**src/rtl/pio_tunnel_pkg.sv**
```systemverilog
// pio_tunnel_pkg: tunnel FIFO word layout and TX state encoding shared by the TX inject and RX snoop sides.
package pio_tunnel_pkg;
  localparam int DATA_MSB = 63;
  localparam int START = 64;
  localparam int LAST = 65;
  localparam int EN_LO = 66;
  localparam int EN_HI = 67;
  typedef enum logic [1:0] {IDLE = 2'd0, DATA = 2'd1, ABORT = 2'd2} tx_state_t;
  function automatic logic [7:0] keep_map(input logic en_lo, input logic en_hi);
    return {{4{en_hi}}, {4{en_lo}}};
  endfunction
endpackage

```
**src/rtl/pio_tx_inject.sv**
```systemverilog
// pio_tx_inject: drains the tunnel FIFO onto the PCIe AXIS TX port, dropping orphans,
// closing truncated TLPs with a discontinue beat and spacing TLPs by GAP idle cycles.
module pio_tx_inject
  import pio_tunnel_pkg::*;
#(
  parameter logic [2:0] GAP = 3'd7
) (
  input  logic        clk,
  input  logic        sys_rst,
  input  logic [71:0] dout,
  input  logic        empty,
  output logic        rd_en,
  output logic [63:0] s_axis_tx_tdata,
  output logic [7:0]  s_axis_tx_tkeep,
  output logic        s_axis_tx_tlast,
  output logic        s_axis_tx_tvalid,
  input  logic        s_axis_tx_tready,
  output logic [3:0]  s_axis_tx_tuser,
  input  logic [5:0]  tx_buf_av,
  output logic [31:0] pkt_cnt,
  output logic [15:0] drop_cnt
);
  tx_state_t state, state_nxt;
  logic [2:0] gap, gap_nxt;
  logic accept, avail, head_start, head_last, start_ok, pop, load, load_abort;
  logic unused_bits;
  assign unused_bits = ^dout[71:68];
  assign rd_en = pop;
  always_comb begin
    accept = s_axis_tx_tvalid & s_axis_tx_tready;
    avail = !empty & (!s_axis_tx_tvalid | accept) & !sys_rst;
    head_start = dout[START];
    head_last = dout[LAST];
    gap_nxt = (accept & s_axis_tx_tlast) ? GAP : (gap != 3'd0 ? gap - 3'd1 : 3'd0);
    // looking at the next gap value lets the start beat land exactly GAP idle cycles after tlast
    start_ok = (gap_nxt == 3'd0) && (tx_buf_av != 6'd0);
    state_nxt = state;
    pop = 1'b0;
    load = 1'b0;
    load_abort = 1'b0;
    case (state)
      IDLE: if (avail & (!head_start | start_ok)) begin
        pop = 1'b1;
        load = head_start;
        state_nxt = (head_start & !head_last) ? DATA : IDLE;
      end
      DATA: if (avail) begin
        pop = !head_start;
        load = !head_start;
        load_abort = head_start;
        state_nxt = head_start ? ABORT : (head_last ? IDLE : DATA);
      end
      default: state_nxt = (state == ABORT && !accept) ? ABORT : IDLE;
    endcase
  end
  always_ff @(posedge clk or posedge sys_rst) begin
    if (sys_rst) begin
      state <= IDLE;
      gap <= 3'd0;
      s_axis_tx_tvalid <= 1'b0;
      s_axis_tx_tdata <= '0;
      s_axis_tx_tkeep <= '0;
      s_axis_tx_tlast <= 1'b0;
      s_axis_tx_tuser <= '0;
      pkt_cnt <= '0;
      drop_cnt <= '0;
    end else begin
      state <= state_nxt;
      gap <= gap_nxt;
      if (load | load_abort) begin
        s_axis_tx_tvalid <= 1'b1;
        s_axis_tx_tdata <= load_abort ? 64'd0 : dout[DATA_MSB:0];
        s_axis_tx_tkeep <= load_abort ? 8'h0F : keep_map(dout[EN_LO], dout[EN_HI]);
        s_axis_tx_tlast <= load_abort | dout[LAST];
        s_axis_tx_tuser <= load_abort ? 4'h8 : 4'h0;
      end else if (accept) s_axis_tx_tvalid <= 1'b0;
      if (accept & s_axis_tx_tlast & !s_axis_tx_tuser[3]) pkt_cnt <= pkt_cnt + 32'd1;
      if (pop & !load & (drop_cnt != 16'hFFFF)) drop_cnt <= drop_cnt + 16'd1;
    end
  end
endmodule
```
**config.mk**
```make
export PLATFORM = sky130hd
export DESIGN_NAME = pio_tx_inject
export DESIGN_NICKNAME = d
export VERILOG_FILES = /design/src/rtl/pio_tunnel_pkg.sv /design/src/rtl/pio_tx_inject.sv
export SDC_FILE = /design/constraint.sdc
export NUM_CORES = 1
export LEC_CHECK = 0
export ABC_CLOCK_PERIOD_IN_PS = 3800
export CORE_MARGIN = 4
export CORE_UTILIZATION = 30
export CTS_CLUSTER_SIZE = 12
export DETAILED_ROUTE_END_ITERATION = 6
export HOLD_SLACK_MARGIN = 0.02
export SKIP_CTS_REPAIR_TIMING = 1
export SYNTH_ARGS = -nofsm -noshare
export SYNTH_HDL_FRONTEND = slang
export SYNTH_SLANG_ARGS = --single-unit
export TNS_END_PERCENT = 10
```
**constraint.sdc**
```tcl
create_clock -name clk -period 3.8 [get_ports clk]
set_clock_uncertainty 0.15 [all_clocks]
set_input_delay 0.76 -clock clk [delete_from_list [all_inputs] [get_ports clk]]
set_output_delay 0.76 -clock clk [all_outputs]
set_load 0.005 [all_outputs]
```
==> impl_metrics.tcl <==
set metrics [dict create \
    status "finished clean" \
    critical_path.max_fanout 2 \
    syn_area_per_cell_um2 11.8 \
    finalCritPeriodShare_pct 95.6 \
    dieWidth_um 148 \
    ant_nets 0 \
    critPathCaptureType "output pin" \
    ys_ff_latch 122 \
    place_area_um2 8140 \
    via_count 4615 \
    drc 0 \
    synth_edf_count 0 \
    power.density_nw_per_um2 647 \
    initial_utilization_pct 31.0 \
    cts.sinks 122 \
    max_slew_margin_pct 34.3 \
    ys.warnings.count 0 \
    ios 209 \
    grt_pass1_wl_mm 26.1 \
    fmax_mhz 275 \
    cts-buffers-inserted 17 \
    die_h_um 148 \
    cts_buffer_depth 2 \
    drt_first_pass_iters 4 \
    clock_latency_ps 410 \
    seq_power_share_pct 36.3 \
    hold_class "flip-flop to flip-flop" \
    min-delay-start "pkt_cnt[31]" \
    crit_start "tx_buf_av[1]" \
    critPathArrivalTime_ps 2720 \
    cts_tree "built" \
    grt_max_degree 74 \
    netlist_area_um2 5870 \
    wl_mm 15.9 \
    fin_util_pct 46.0 \
    final_cells 976 \
    clockRootBuffer "clkbuf_16" \
    num-nets-final 789 \
    p_sw_mw 1.65 \
    final_hold_viol_count 0 \
    grtUsageMet3_pct 4.87 \
    fin_setup_tns_ps 0 \
    place_ws_ps 144 \
    power_frac_comb_pct 35.1 \
    tightest_slew_ps 986 \
    worst_slack_ps 168 \
    whs_ps 321 \
    period_minus_slack_ps 3630 \
    antennaDiodeCount 0 \
    power.leakage_nw 3.64 \
    viasPerCell 4.73 \
    pwr-share-clk_pct 28.6 \
    gp_congestion 0.772 \
    grt_pass1_vias 4850 \
    synthFlopType "dfrtp_1" \
    overflow 0 \
    grt_use_met1_pct 19.7 \
    syn_inst 499 \
    drive_gt1_share_pct 12.3 \
    startpoint_type "primary input" \
    seq_area_frac_synth_pct 52.0 \
    report.final.slew_viol_count 0 \
    finalInstanceArea_um2 8720 \
    clkTransAtPathRegs_ps 60 \
    dpl.hpwl_mm 11.5 \
    swShare_pct 29.2 \
    drt-initial-drc-count 178 \
    port_buffers 201 \
    max-vdd-ir-drop_mv 0.306 \
    gr-usage-met2_pct 23.4 \
    design.core.area_um2 19000 \
    busiest_layer "met2" \
    p_total_mw 5.64 \
    r2r-start "state[1]" \
    die_area_um2 21900 \
    layout_common_cells "clkdlybuf4s50_1 (201), dfrtp_1 (121), nand2b_1 (68)" \
    ff2ff_setup_slack_ps 1370 \
    worst_ep_required_time_ps 2890 \
    setup_violations 0 \
    p_int_mw 4.00 \
    dpl.cell_count 944 \
    areaGrowthSynthToFinish_pct 48.5 \
    h-tree-depth 4 \
    layout_commonest_cell "clkdlybuf4s50_1" \
    antenna_found_initial 0 \
    ys_async_sr_fraction_pct 100 \
    rows 50 \
    post_drt_wl_per_cell_um 16.3 \
    cap_viol_max_count 0 \
    rsz0062_at_grt "no" \
    track_usage_pct 14.8 \
    path_class "primary input to output pin" \
    ys_types 45 \
]
## path summary, 6_finish.rpt
| kind | end | cells past startpoint |
|---|---|---|
| worst min register to register | pkt_cnt[31] | 1 |
| max in group asynchronous | s_axis_tx_tdata[37] | 3 |
| worst max register to register | drop_cnt[14] | 4 |
| worst max-delay path | rd_en | 6 |
| min in group asynchronous | gap[1] | 2 |
| worst min-delay path | pkt_cnt[31] | 1 |
## flip-flops by register name (all words and copies together) (netlist names)
register,count
pkt_cnt,32
s_axis_tx_tdata,64
s_axis_tx_tkeep,2
gap,3
drop_cnt,16
s_axis_tx_tvalid,1
s_axis_tx_tlast,1
state,2
s_axis_tx_tuser,1
## cell families after synthesis
kind of cell / after synthesis / share of synthesized area [%]
AND/OR/NAND/NOR: 193 / 18.9
flip-flops: 122 / 52.0
AO/OA/AOI/OAI: 84 / 16.0
buffers and inverters: 47 / 4.86
XOR/XNOR: 44 / 6.56
adder cells (fa/ha/maj): 4 / 0.852
multiplexers: 4 / 0.767
other: 1 / 0.0638
## Yosys cell counts (3+ instances only)
master	n	area share (%)
xor2_1	27	4.0
nor2b_1	4	0.43
buf_2	6	0.51
or2_2	3	0.32
o2bb2ai_1	36	5.4
and3_1	6	0.64
ha_1	4	0.85
mux2_2	4	0.77
nand2_1	21	1.3
dfrtp_1	122	52
a21oi_1	3	0.26
inv_1	12	0.77
nor3_1	19	1.6
nor2_1	10	0.64
and4_1	5	0.75
buf_4	9	1.2
nor4_1	8	0.85
nand4_1	16	1.7
or4_1	3	0.38
o2bb2ai_2	29	7.4
clkbuf_1	9	0.58
xnor2_1	17	2.5
nand2b_1	68	7.2
nand3_1	22	1.9
buf_6	9	1.7
## per-layer routing
layer | part of all wire (%) | routed length [um]
met4 | 0.86 | 136
met5 | 0 | 0
met2 | 47 | 7510
met1 | 46 | 7250
met3 | 6.2 | 980
## power groups by stage
stage / clock, mW / combinational (mW) / sequential (mW)
floorplan: 0 / 1.00 / 1.99
global placement: 0 / 1.98 / 2.06
detailed placement: 0 / 2.01 / 2.07
CTS: 1.67 / 2.02 / 2.06
global route: 1.73 / 2.14 / 2.12
finish: 1.62 / 1.98 / 2.05
## worst max-delay path, stage by stage
cell	delay, ps
clkdlybuf4s50_1	390
or4_1	540
o311a_4	330
nand3_1	90
a21oi_1	80
clkdlybuf4s50_1	530
## area by class of cell
cell class / count / area (um2)
multi-input combinational: 332 / 2540
clock inverter: 10 / 144
timing repair buffer: 218 / 2160
fill: 1749 / 10200
sequential: 122 / 3050
tap: 260 / 325
clock buffer: 22 / 444
inverter: 12 / 48.8
Note: power is estimated with default switching activity, not from simulation.
